$ cat src/rtl/axi4_globals_pkg.sv
// Shared AXI4 types, default bus widths and the write-controller state encoding.
package axi4_globals_pkg;

    localparam int ADDRESS_WIDTH = 32;
    localparam int DATA_WIDTH    = 64;

    typedef enum logic [1:0] {
        BURST_FIXED = 2'b00,
        BURST_INCR  = 2'b01,
        BURST_WRAP  = 2'b10,
        BURST_RSVD  = 2'b11
    } awburst_e;

    typedef enum logic [2:0] {
        SIZE_1B, SIZE_2B, SIZE_4B, SIZE_8B,
        SIZE_16B, SIZE_32B, SIZE_64B, SIZE_128B
    } awsize_e;

    typedef enum logic [1:0] {
        RESP_OKAY   = 2'b00,
        RESP_EXOKAY = 2'b01,
        RESP_SLVERR = 2'b10,
        RESP_DECERR = 2'b11
    } bresp_e;

    typedef enum logic [1:0] {
        ST_IDLE,
        ST_DATA,
        ST_RESP
    } wr_state_e;

    // WRAP bursts are only legal with 2, 4, 8 or 16 beats.
    function automatic logic wrap_len_ok(input logic [7:0] len);
        return len inside {8'd1, 8'd3, 8'd7, 8'd15};
    endfunction

endpackage

$ cat src/rtl/axi4_slave_write_ctrl_if.sv
// AXI4 write channels (AW/W/B) plus the beat-level memory write port.
interface axi4_slave_write_ctrl_if #(
    parameter int ADDRESS_WIDTH = axi4_globals_pkg::ADDRESS_WIDTH,
    parameter int DATA_WIDTH    = axi4_globals_pkg::DATA_WIDTH
);
    logic [3:0]               awid;
    logic [ADDRESS_WIDTH-1:0] awaddr;
    logic [7:0]               awlen;
    logic [2:0]               awsize;
    logic [1:0]               awburst;
    logic                     awvalid;
    logic                     awready;

    logic [DATA_WIDTH-1:0]    wdata;
    logic [DATA_WIDTH/8-1:0]  wstrb;
    logic                     wlast;
    logic                     wvalid;
    logic                     wready;

    logic [3:0]               bid;
    logic [1:0]               bresp;
    logic                     bvalid;
    logic                     bready;

    logic                     mem_we;
    logic [ADDRESS_WIDTH-1:0] mem_addr;
    logic [DATA_WIDTH-1:0]    mem_wdata;
    logic [DATA_WIDTH/8-1:0]  mem_be;

    modport slave (
        input  awid, awaddr, awlen, awsize, awburst, awvalid,
        input  wdata, wstrb, wlast, wvalid, bready,
        output awready, wready, bid, bresp, bvalid,
        output mem_we, mem_addr, mem_wdata, mem_be
    );

    modport master (
        output awid, awaddr, awlen, awsize, awburst, awvalid,
        output wdata, wstrb, wlast, wvalid, bready,
        input  awready, wready, bid, bresp, bvalid,
        input  mem_we, mem_addr, mem_wdata, mem_be
    );
endinterface

$ cat src/rtl/axi4_burst_addr_gen.sv
// Combinational AXI4 beat-address generator for FIXED, INCR and WRAP bursts.
module axi4_burst_addr_gen #(
    parameter int ADDRESS_WIDTH = axi4_globals_pkg::ADDRESS_WIDTH
) (
    input  logic [ADDRESS_WIDTH-1:0]    start_addr,
    input  logic [7:0]                  len,
    input  axi4_globals_pkg::awsize_e   size,
    input  axi4_globals_pkg::awburst_e  burst,
    input  logic [7:0]                  beat,
    output logic [ADDRESS_WIDTH-1:0]    beat_addr
);
    import axi4_globals_pkg::*;

    localparam logic [ADDRESS_WIDTH-1:0] ONE = ADDRESS_WIDTH'(1);

    logic [ADDRESS_WIDTH-1:0] size_mask;
    logic [ADDRESS_WIDTH-1:0] incr_addr;
    logic [ADDRESS_WIDTH-1:0] wrap_mask;

    always_comb begin
        size_mask = (ONE << size) - ONE;
        incr_addr = (start_addr & ~size_mask) + (ADDRESS_WIDTH'(beat) << size);
        wrap_mask = ((ADDRESS_WIDTH'(len) + ONE) << size) - ONE;
        beat_addr = start_addr;
        // Beat 0 always goes to the unmodified start address.
        if (beat != 8'd0) begin
            case (burst)
                BURST_FIXED: beat_addr = start_addr;
                BURST_WRAP:  beat_addr = (start_addr & ~wrap_mask) | (incr_addr & wrap_mask);
                default:     beat_addr = incr_addr;
            endcase
        end
    end

endmodule

$ cat src/rtl/axi4_slave_write_ctrl.sv
// Single-outstanding AXI4 write slave: accepts one burst, writes each beat to memory, returns B.
module axi4_slave_write_ctrl #(
    parameter int ADDRESS_WIDTH = axi4_globals_pkg::ADDRESS_WIDTH,
    parameter int DATA_WIDTH    = axi4_globals_pkg::DATA_WIDTH
) (
    input logic                    aclk,
    input logic                    areset,
    axi4_slave_write_ctrl_if.slave bus
);
    import axi4_globals_pkg::*;

    localparam int STRB_W = DATA_WIDTH / 8;

    wr_state_e                state_q, state_d;
    logic                     rst_done_q;
    logic [3:0]               id_q;
    logic [ADDRESS_WIDTH-1:0] addr_q;
    logic [7:0]               len_q;
    logic [7:0]               beat_q;
    awsize_e                  size_q;
    awburst_e                 burst_q;
    logic                     cfg_err_q;
    logic                     last_err_q;
    logic                     cfg_err_d;
    logic                     aw_hs, w_hs, b_hs, final_beat;
    logic [ADDRESS_WIDTH-1:0] beat_addr;
    logic [ADDRESS_WIDTH-1:0] size_mask;

    logic                     mem_vld_p1;
    logic [ADDRESS_WIDTH-1:0] mem_addr_p1;
    logic [DATA_WIDTH-1:0]    mem_wdata_p1;
    logic [STRB_W-1:0]        mem_be_p1;

    // awready waits one edge after reset release so it is never seen high during reset.
    assign bus.awready = (state_q == ST_IDLE) && rst_done_q;
    assign bus.wready  = (state_q == ST_DATA);
    assign bus.bvalid  = (state_q == ST_RESP);
    assign bus.bid     = id_q;
    assign bus.bresp   = (cfg_err_q || last_err_q) ? RESP_SLVERR : RESP_OKAY;

    assign aw_hs      = bus.awvalid && bus.awready;
    assign w_hs       = bus.wvalid && bus.wready;
    assign b_hs       = bus.bvalid && bus.bready;
    assign final_beat = (beat_q == len_q);
    assign size_mask  = (ADDRESS_WIDTH'(1) << bus.awsize) - ADDRESS_WIDTH'(1);

    always_comb begin
        cfg_err_d = 1'b0;
        if (bus.awburst == BURST_RSVD)
            cfg_err_d = 1'b1;
        if ((32'd1 << bus.awsize) > 32'(STRB_W))
            cfg_err_d = 1'b1;
        if (bus.awburst == BURST_WRAP &&
            (!wrap_len_ok(bus.awlen) || (bus.awaddr & size_mask) != '0))
            cfg_err_d = 1'b1;
    end

    always_comb begin
        state_d = state_q;
        case (state_q)
            ST_IDLE: if (aw_hs)              state_d = ST_DATA;
            ST_DATA: if (w_hs && final_beat) state_d = ST_RESP;
            ST_RESP: if (b_hs)               state_d = ST_IDLE;
            default:                         state_d = ST_IDLE;
        endcase
    end

    axi4_burst_addr_gen #(.ADDRESS_WIDTH(ADDRESS_WIDTH)) u_addr_gen (
        .start_addr (addr_q),
        .len        (len_q),
        .size       (size_q),
        .burst      (burst_q),
        .beat       (beat_q),
        .beat_addr  (beat_addr)
    );

    always_ff @(posedge aclk or posedge areset) begin
        if (areset) begin
            state_q      <= ST_IDLE;
            rst_done_q   <= 1'b0;
            id_q         <= '0;
            addr_q       <= '0;
            len_q        <= '0;
            size_q       <= SIZE_1B;
            burst_q      <= BURST_FIXED;
            beat_q       <= '0;
            cfg_err_q    <= 1'b0;
            last_err_q   <= 1'b0;
            mem_vld_p1   <= 1'b0;
            mem_addr_p1  <= '0;
            mem_wdata_p1 <= '0;
            mem_be_p1    <= '0;
        end else begin
            state_q    <= state_d;
            rst_done_q <= 1'b1;
            mem_vld_p1 <= 1'b0;
            if (aw_hs) begin
                id_q       <= bus.awid;
                addr_q     <= bus.awaddr;
                len_q      <= bus.awlen;
                size_q     <= awsize_e'(bus.awsize);
                burst_q    <= awburst_e'(bus.awburst);
                beat_q     <= '0;
                cfg_err_q  <= cfg_err_d;
                last_err_q <= 1'b0;
            end
            // Stage p1: registered memory write for the beat accepted this cycle.
            if (w_hs) begin
                if (!final_beat)
                    beat_q <= beat_q + 8'd1;
                if (bus.wlast != final_beat)
                    last_err_q <= 1'b1;
                mem_vld_p1   <= !cfg_err_q;
                mem_addr_p1  <= beat_addr;
                mem_wdata_p1 <= bus.wdata;
                mem_be_p1    <= bus.wstrb;
            end
        end
    end

    assign bus.mem_we    = mem_vld_p1;
    assign bus.mem_addr  = mem_addr_p1;
    assign bus.mem_wdata = mem_wdata_p1;
    assign bus.mem_be    = mem_be_p1;

endmodule

$ cat src/flat_wrapper.sv
// flat-port wrapper written by rule: the top's interface ports become plain ports
module axi4_slave_write_ctrl_flat import axi4_globals_pkg::*;
#(
    parameter int ADDRESS_WIDTH = axi4_globals_pkg::ADDRESS_WIDTH,
    parameter int DATA_WIDTH    = axi4_globals_pkg::DATA_WIDTH
)
  (aclk, areset, bus_awid, bus_awaddr, bus_awlen, bus_awsize, bus_awburst, bus_awvalid, bus_wdata, bus_wstrb, bus_wlast, bus_wvalid, bus_bready, bus_awready, bus_wready, bus_bid, bus_bresp, bus_bvalid, bus_mem_we, bus_mem_addr, bus_mem_wdata, bus_mem_be);
  axi4_slave_write_ctrl_if #(.ADDRESS_WIDTH(ADDRESS_WIDTH), .DATA_WIDTH(DATA_WIDTH)) bus_i ();
  input logic aclk;
  input logic areset;
  input wire logic [$bits(bus_i.awid)-1:0] bus_awid;
  input wire logic [$bits(bus_i.awaddr)-1:0] bus_awaddr;
  input wire logic [$bits(bus_i.awlen)-1:0] bus_awlen;
  input wire logic [$bits(bus_i.awsize)-1:0] bus_awsize;
  input wire logic [$bits(bus_i.awburst)-1:0] bus_awburst;
  input wire logic [$bits(bus_i.awvalid)-1:0] bus_awvalid;
  input wire logic [$bits(bus_i.wdata)-1:0] bus_wdata;
  input wire logic [$bits(bus_i.wstrb)-1:0] bus_wstrb;
  input wire logic [$bits(bus_i.wlast)-1:0] bus_wlast;
  input wire logic [$bits(bus_i.wvalid)-1:0] bus_wvalid;
  input wire logic [$bits(bus_i.bready)-1:0] bus_bready;
  output wire logic [$bits(bus_i.awready)-1:0] bus_awready;
  output wire logic [$bits(bus_i.wready)-1:0] bus_wready;
  output wire logic [$bits(bus_i.bid)-1:0] bus_bid;
  output wire logic [$bits(bus_i.bresp)-1:0] bus_bresp;
  output wire logic [$bits(bus_i.bvalid)-1:0] bus_bvalid;
  output wire logic [$bits(bus_i.mem_we)-1:0] bus_mem_we;
  output wire logic [$bits(bus_i.mem_addr)-1:0] bus_mem_addr;
  output wire logic [$bits(bus_i.mem_wdata)-1:0] bus_mem_wdata;
  output wire logic [$bits(bus_i.mem_be)-1:0] bus_mem_be;
  assign bus_i.awid = bus_awid;
  assign bus_i.awaddr = bus_awaddr;
  assign bus_i.awlen = bus_awlen;
  assign bus_i.awsize = bus_awsize;
  assign bus_i.awburst = bus_awburst;
  assign bus_i.awvalid = bus_awvalid;
  assign bus_i.wdata = bus_wdata;
  assign bus_i.wstrb = bus_wstrb;
  assign bus_i.wlast = bus_wlast;
  assign bus_i.wvalid = bus_wvalid;
  assign bus_i.bready = bus_bready;
  assign bus_awready = bus_i.awready;
  assign bus_wready = bus_i.wready;
  assign bus_bid = bus_i.bid;
  assign bus_bresp = bus_i.bresp;
  assign bus_bvalid = bus_i.bvalid;
  assign bus_mem_we = bus_i.mem_we;
  assign bus_mem_addr = bus_i.mem_addr;
  assign bus_mem_wdata = bus_i.mem_wdata;
  assign bus_mem_be = bus_i.mem_be;
  axi4_slave_write_ctrl #(.ADDRESS_WIDTH(ADDRESS_WIDTH), .DATA_WIDTH(DATA_WIDTH)) u_core (.aclk(aclk), .areset(areset), .bus(bus_i));
endmodule
$ cat config.mk
export PLATFORM = sky130hd
export DESIGN_NAME = axi4_slave_write_ctrl_flat
export DESIGN_NICKNAME = d
export VERILOG_FILES = /design/src/rtl/axi4_globals_pkg.sv /design/src/rtl/axi4_slave_write_ctrl_if.sv /design/src/rtl/axi4_burst_addr_gen.sv /design/src/rtl/axi4_slave_write_ctrl.sv /design/src/flat_wrapper.sv
export SDC_FILE = /design/constraint.sdc
export NUM_CORES = 1
export LEC_CHECK = 0
export CAP_MARGIN = 20
export CORE_UTILIZATION = 45
export CTS_BUF_LIST = sky130_fd_sc_hd__clkbuf_8
export DETAILED_ROUTE_END_ITERATION = 16
export PLACE_DENSITY_LB_ADDON = 0.15
export SLEW_MARGIN = 20
export SYNTH_ARGS = -nofsm -noshare
export SYNTH_HDL_FRONTEND = slang
export SYNTH_SLANG_ARGS = --single-unit
$ cat constraint.sdc
create_clock -name aclk -period 5.75 [get_ports aclk]
set_input_delay 0.575 -clock aclk [delete_from_list [all_inputs] [get_ports aclk]]
set_output_delay 0.575 -clock aclk [all_outputs]
set_load 0.02 [all_outputs]
==> impl_metrics.csv, run 1 <==
group,metric,value,unit
pwr,power_per_cell_area,569,mW/mm2
synthesis,syn_nets,1366,
clock_tree,tritoncts,"yes",
route,ant_nets,0,
global_routing,grt_pass1_vias,8631,
clock_tree,cts_sinks,167,
timing,relSlewSlack,38.5,%
final_layout,multi_input_area,0.00520,mm2
synthesis,yosys.area_share.xor_xnor,3.84,%
clock_tree,cts_setup_buffers,0,
setup_path,cp-startpoint,"u_core.size_q[1]$_DFFE_PP0P_",
clock_tree,holdBufCountCts,0,
worst_hold_path,holdCritPathClass,"input port to asynchronous set/reset pin",
timing,post-route-period-util,81.6,%
flow_run,cap_viol_max_count,0,
setup_path,timing.rr.start,"u_core.size_q[1]$_DFFE_PP0P_",
placed_design,gp_congestion,0.903,
synthesis,synth-simple-area-share,28.1,%
timing,fin_crit,4690,ps
route,wl_per_cell,17.2,um
clock_tree,htree_levels,4,
synthesis,synth_top_family_by_area,"simple AND/OR/NAND/NOR gates",
timing,fmax,213,MHz
global_routing,overflow,0,
route,via_per_inst,5.44,
floorplan,dieWidth,150,um
synthesis,avgSynthCellArea,8.07,um2
final_layout,register_area,0.00418,mm2
final_layout,fin_util,59.9,%
placed_design,hpwl,21200,um
synthesis,yosysWarningCount,0,
route,drc,0,
synthesis,ys_types,77,
setup_path,crit_fanout,14,
final_layout,nets,1552,
setup_path,cpLargestDelayFamily,"simple AND/OR/NAND/NOR gates",
route,drtPass1Iterations,5,
setup_path,slowest_stage,"dfrtp_1",
floorplan,fp.dieH,150,um
clock_tree,clock_path_buffers,2,
route,vias,9191,
final_layout,drive_gt1_share,5.44,%
final_layout,fillers,1954,
setup_path,setup.worst_path.class,"flip-flop to flip-flop",
synthesis,syn-cell-area,0.00981,mm2
global_routing,grt_max_degree,87,
placed_design,portBuffers,239,
setup_path,crit_arrival,5040,ps
synthesis,ys_seq_elements,167,
clock_tree,worst_skew_pair.late_latency,480,ps
timing,drv_slew,0,
global_routing,grt_first_pass_wirelength,45900,um
synthesis,syn_inst,1216,
setup_path,end_kind,"flip-flop",
setup_path,crit_buf_inv,2,
floorplan,coreArea,0.0212,mm2
synthesis,synth_flop_cell,"dfrtp_1",
synthesis,seq_area_frac_synth,42.6,%
synthesis,synth_edf_count,0,
synthesis,synth.mux.area_fraction,3.75,%
global_routing,antenna_found_initial,1,
pwr,ir_worst_vdd,0.249,mV
final_layout,area_growth,29.5,%
floorplan,rows,53,
timing,setup_tns,0,ps
setup_path,cp_cell_sequence,"nand2_1, nor2_1, inv_1, ha_1, and2_1, ha_1, inv_1, nor4_1, a311o_1, o21a_1, nand2_1, nor3_1, mux2_2, a221oi_1, a21oi_1",
run_status,status,"finished, final reports clean",
pwr,power.leakage,5.82,nW
setup_path,worstPathRequired,6100,ps
setup_path,max_stage_delay,700,ps
timing,worst_slew_pin_slew,914,ps
clock_tree,post_cts_resized,0,
timing,final_hold_viol_count,0,
floorplan,io_pins,241,
floorplan,start_util,46.2,%
timing,rsz0062_at_grt,"no",
route,wirelength,29100,um
floorplan,die_area,0.0224,mm2
synthesis,synth_compound_area_share,14.2,%
clock_tree,numCtsBuffers,17,
final_layout,layout_commonest_cell,"nand2_1",
synthesis,async_reset_ff_share,100,%
synthesis,synthAdderAreaFrac,3.01,%
global_routing,grt_util_all_layers,26.2,%
timing,skew,27.7,ps
route,drt_iter0_markers,642,
clock_tree,clkSlewWorstSetupHoldPaths,120,ps
clock_tree,clockRootBuffer,"clkbuf_8",
final_layout,final_cell_mix,"nand2_1 (431), clkdlybuf4s50_1 (239), dfrtp_1 (167), o21ai_0 (68), nor2_1 (51)",
timing,setup_viol,0,
setup_path,critical_path.startpoint_type,"flip-flop",
-- power by group --
| part | internal (W) | total, W | switching, W |
|---|---|---|---|
| logic | 0.00178 | 0.00418 | 0.00240 |
| clock network | 0.000338 | 0.000860 | 0.000522 |
| registers | 0.00167 | 0.00220 | 0.000521 |
-- cell type report --
class	instances	share of cell area [%]
repair buffers	252	19.6
clock buffers	18	1.95
clock inverters	14	1.29
diodes	1	0.0197
multi-input cells	945	40.9
flip-flops and latches	167	32.9
inverters	19	0.601
well taps	275	2.71
-- logic make-up (layout without fill, tap and decap cells) --
logic type	after synthesis	after routing
compound gates	216	216
fa+ha+maj	23	23
xor+xnor	43	43
flops	167	167
buf+inv	104	303
simple gates	627	627
other cells	2	3
mux	34	34
-- Yosys cell counts, types with 16 or more instances --
cell	instances	area, um2
a21oi_1	42	210
and3_1	16	100
mux2i_1	24	240
inv_1	19	71.3
nor2_1	51	191
o21ai_0	68	340
dfrtp_1	167	4180
clkbuf_1	61	229
nand2_1	432	1620
xnor2_1	29	254
nand3_1	22	110
ha_1	22	275
and2_1	19	119
-- worst reg2reg max path, stage by stage (launching register included) --
cell      delay (ps)
dfrtp_1          700
nand2_1          140
nor2_1           400
inv_1            130
ha_1             310
and2_1           160
ha_1             330
inv_1             80
nor4_1           480
a311o_1          410
o21a_1           210
nand2_1          120
nor3_1           340
mux2_2           380
a221oi_1         280
a21oi_1          110
-- worst paths after layout --
path / to / slack (ps) / cells past startpoint
min in group aclk: u_core.last_err_q$_DFF_PP0_ / 480 / 2
max in group asynchronous: u_core.bus.mem_wdata[60]$_DFFE_PP0P_ / 4200 / 3
worst min-delay path: u_core.bus.mem_wdata[11]$_DFFE_PP0P_ / 440 / 2
worst max register to register: u_core.bus.mem_addr[30]$_DFFE_PP0P_ / 1060 / 15
worst min register to register: u_core.last_err_q$_DFF_PP0_ / 480 / 2
worst max-delay path: u_core.bus.mem_addr[30]$_DFFE_PP0P_ / 1060 / 15
-- stage by stage --
| step | area (um2) | worst slack, ps | std cells | power, W | hold slack (ps) |
|---|---|---|---|---|---|
| after detailed placement | 12300 | 1170 | 1658 | 0.00636 | 461 |
| final | 12700 | 1060 | 1691 | 0.00724 | 440 |
| after CTS | 12700 | 1140 | 1690 | 0.00724 | 447 |
| after global placement | 12300 | 1320 | 1658 | 0.00631 | 454 |
| after floorplan | 9810 | 657 | 1216 | 0.00486 | 417 |
| after global routing | 12700 | 838 | 1690 | 0.00776 | 461 |
-- registers in the layout (all words and copies together) (netlist names) --
name                  count
u_core.addr_q            32
u_core.beat_q             8
u_core.burst_q            2
u_core.bus.bid            4
u_core.bus.mem_addr      32
u_core.bus.mem_be         8
u_core.bus.mem_wdata     64
u_core.bus.mem_we         1
u_core.cfg_err_q          1
u_core.last_err_q         1
u_core.len_q              8
u_core.rst_done_q         1
u_core.size_q             3
u_core.state_q            2
-- routing by layer --
| metal | GRT usage, % | vias to the layer above | wire [um] |
|---|---|---|---|
| li1 | - | 4471 | - |
| met1 | 36.1 | 4365 | 13300 |
| met3 | 6.49 | 26 | 2210 |
| met5 | 0 | - | 0 |
| met4 | 6.26 | 0 | 317 |
| met2 | 41.4 | 329 | 13200 |
No activity file was read; power rests on OpenSTA's default activity.
==> run 2, diff against run 1 <==
==> constraint.sdc (replaced) <==
create_clock -name aclk -period 4.2 [get_ports aclk]
set_input_delay 0.42 -clock aclk [delete_from_list [all_inputs] [get_ports aclk]]
set_output_delay 0.42 -clock aclk [all_outputs]
set_load 0.02 [all_outputs]
==> run 2 against run 1 <==
Core utilization rose by 0.59 points. Clock skew fell by 8.4 ps. Cell area rose by 0.98%. Combinational power rose by 42%. Hold slack improved by 38 ps. Die area did not move. Global-route usage rose by 0.48 points. Critical path type unchanged. Largest cell class unchanged. Highest routed layer unchanged.
==> impl_metrics.csv, run 2 (synthesized netlist as in run 1, its figures left out) <==
group,metric,value,unit
run_status,status,"finished, final reports clean",
clock_tree,clkSlewWorstSetupHoldPaths,110,ps
setup_path,timing.rr.start,"u_core.size_q[1]$_DFFE_PP0P_",
final_layout,stdcell_area,0.0128,mm2
route,ant_nets,0,
floorplan,die_area,0.0224,mm2
setup_path,worstPathRequired,4520,ps
setup_path,max_stage_delay,470,ps
global_routing,antenna_found_initial,1,
setup_path,end_kind,"flip-flop",
timing,final_hold_viol_count,0,
timing,setup_viol,0,
clock_tree,cts_sinks,167,
setup_path,slowest_stage,"dfrtp_2",
clock_tree,htree_levels,4,
timing,drv_slew,0,
timing,fmax,259,MHz
setup_path,setup.worst_path.class,"flip-flop to flip-flop",
floorplan,coreArea,0.0212,mm2
global_routing,grt_pass1_vias,8900,
final_layout,fillers,1876,
setup_path,crit_arrival,4190,ps
setup_path,cp_cell_sequence,"buf_4, mux2_2, o21ai_0, o22ai_1, ha_1, or3_1, a21oi_1, nor4_2, a311o_2, o21a_1, nand2_1, nor3_1, mux2_2, a221oi_1, a21oi_1",
clock_tree,numCtsBuffers,17,
placed_design,portBuffers,239,
pwr,power.leakage,5.88,nW
pwr,finalPower,0.00998,W
floorplan,dieWidth,150,um
clock_tree,worst_skew_pair.late_latency,450,ps
pwr,power_per_cell_area,778,mW/mm2
final_layout,largest_reg_flops,64,
clock_tree,holdBufCountCts,0,
placed_design,gp_congestion,0.897,
timing,worst_slew_pin_slew,873,ps
setup_path,crit_fanout,8,
route,drc,0,
global_routing,grt_util_all_layers,26.7,%
global_routing,grt_max_degree,168,
timing,post-route-period-util,92.1,%
route,drt_iter0_markers,681,
timing,setup_tns,0,ps
final_layout,drive_gt1_share,7.05,%
final_layout,instances_no_fill,1708,
worst_hold_path,holdCritPathClass,"input port to flip-flop",
floorplan,rows,53,
floorplan,io_pins,241,
floorplan,fp.dieH,150,um
route,wl_per_cell,17.2,um
clock_tree,clock_path_buffers,2,
route,vias,9291,
setup_path,cp-startpoint,"u_core.size_q[1]$_DFFE_PP0P_",
floorplan,start_util,46.2,%
flow_run,cap_viol_max_count,0,
final_layout,nets,1569,
placed_design,hpwl,21700,um
clock_tree,clockRootBuffer,"clkbuf_8",
timing,fin_crit,3870,ps
global_routing,grt_first_pass_wirelength,46800,um
final_layout,layout_commonest_cell,"nand2_1",
route,drtPass1Iterations,5,
final_layout,area_growth,30.8,%
global_routing,overflow,0,
clock_tree,post_cts_resized,0,
route,via_per_inst,5.44,
timing,relSlewSlack,41.8,%
clock_tree,tritoncts,"yes",
route,wirelength,29300,um
clock_tree,cts_setup_buffers,0,
pwr,ir_worst_vdd,0.404,mV
timing,rsz0062_at_grt,"no",
worst_hold_path,worstHoldStart,"bus_wdata[0]",
setup_path,critical_path.startpoint_type,"flip-flop",
placed_design,place_area,0.0124,mm2
placed_design,dp_cells,1675,
final_layout,final_cell_mix,"nand2_1 (431), clkdlybuf4s50_1 (239), dfrtp_1 (164), o21ai_0 (67), nor2_1 (51)",
timing,skew,19.3,ps
[run 2: power breakdown]
part           switching (W)  internal [W]
Clock               0.000669      0.000434
Sequential          0.000660       0.00230
Combinational        0.00339       0.00253
[run 2: metrics by stage]
step,utilization [%],hold WS (ps),setup WS (ps)
floorplan,-,417,29.3
global placement,58.6,455,252
detailed placement,58.6,461,107
CTS,60.4,442,82.6
global route,60.5,453,42.7
finish,60.5,479,333
[run 2: path summary, 6_finish.rpt]
check,endpoint,slack [ps],cells after the start
max,u_core.bus.mem_addr[30]$_DFFE_PP0P_,330,15
min,u_core.bus.mem_wdata[0]$_DFFE_PP0P_,480,3
max reg2reg,u_core.bus.mem_addr[30]$_DFFE_PP0P_,330,15
min reg2reg,u_core.bus.mem_wdata[61]$_DFFE_PP0P_,480,2
max in group asynchronous,u_core.size_q[1]$_DFFE_PP0P_,2930,3
min in group asynchronous,u_core.bus.mem_wdata[22]$_DFFE_PP0P_,580,3
[run 2: worst max-delay path, delay by kind of cell (launching register included)]
kind	cells	cell delay, ps
compound gates	7	1540
simple gates	4	720
mux	2	610
flops	1	470
fa+ha+maj	1	230
buf+inv	1	190
[run 2: per-layer routing]
| metal | vias to the layer above | part of all wire [%] | global-route usage, % |
|---|---|---|---|
| li1 | 4503 | - | - |
| met3 | 52 | 7.5 | 6.31 |
| met2 | 358 | 45 | 41.0 |
| met5 | - | 0 | 0 |
| met4 | 0 | 2.6 | 8.84 |
| met1 | 4378 | 45 | 37.0 |
[run 2: area by class of cell]
| type | count | area, um2 | area share, % |
|---|---|---|---|
| Inverter | 19 | 75.1 | 0.585 |
| Timing Repair Buffer | 269 | 2640 | 20.6 |
| Clock inverter | 15 | 135 | 1.05 |
| Multi-Input combinational cell | 945 | 5220 | 40.7 |
| Sequential cell | 167 | 4180 | 32.6 |
| Tap cell | 275 | 344 | 2.68 |
| Antenna cell | 1 | 2.50 | 0.0195 |
| Clock buffer | 17 | 234 | 1.82 |
==> run 3, diff against run 2 <==
--- a/config.mk
+++ b/config.mk
@@ -5,6 +5,7 @@
 export SDC_FILE = /design/constraint.sdc
 export NUM_CORES = 1
 export LEC_CHECK = 0
+export ABC_CLOCK_PERIOD_IN_PS = 4200
 export CAP_MARGIN = 20
 export CORE_UTILIZATION = 45
 export CTS_BUF_LIST = sky130_fd_sc_hd__clkbuf_8
==> results of run 3 <==
Same layout as run 2: the final DEF is identical, and so are final timing and power.
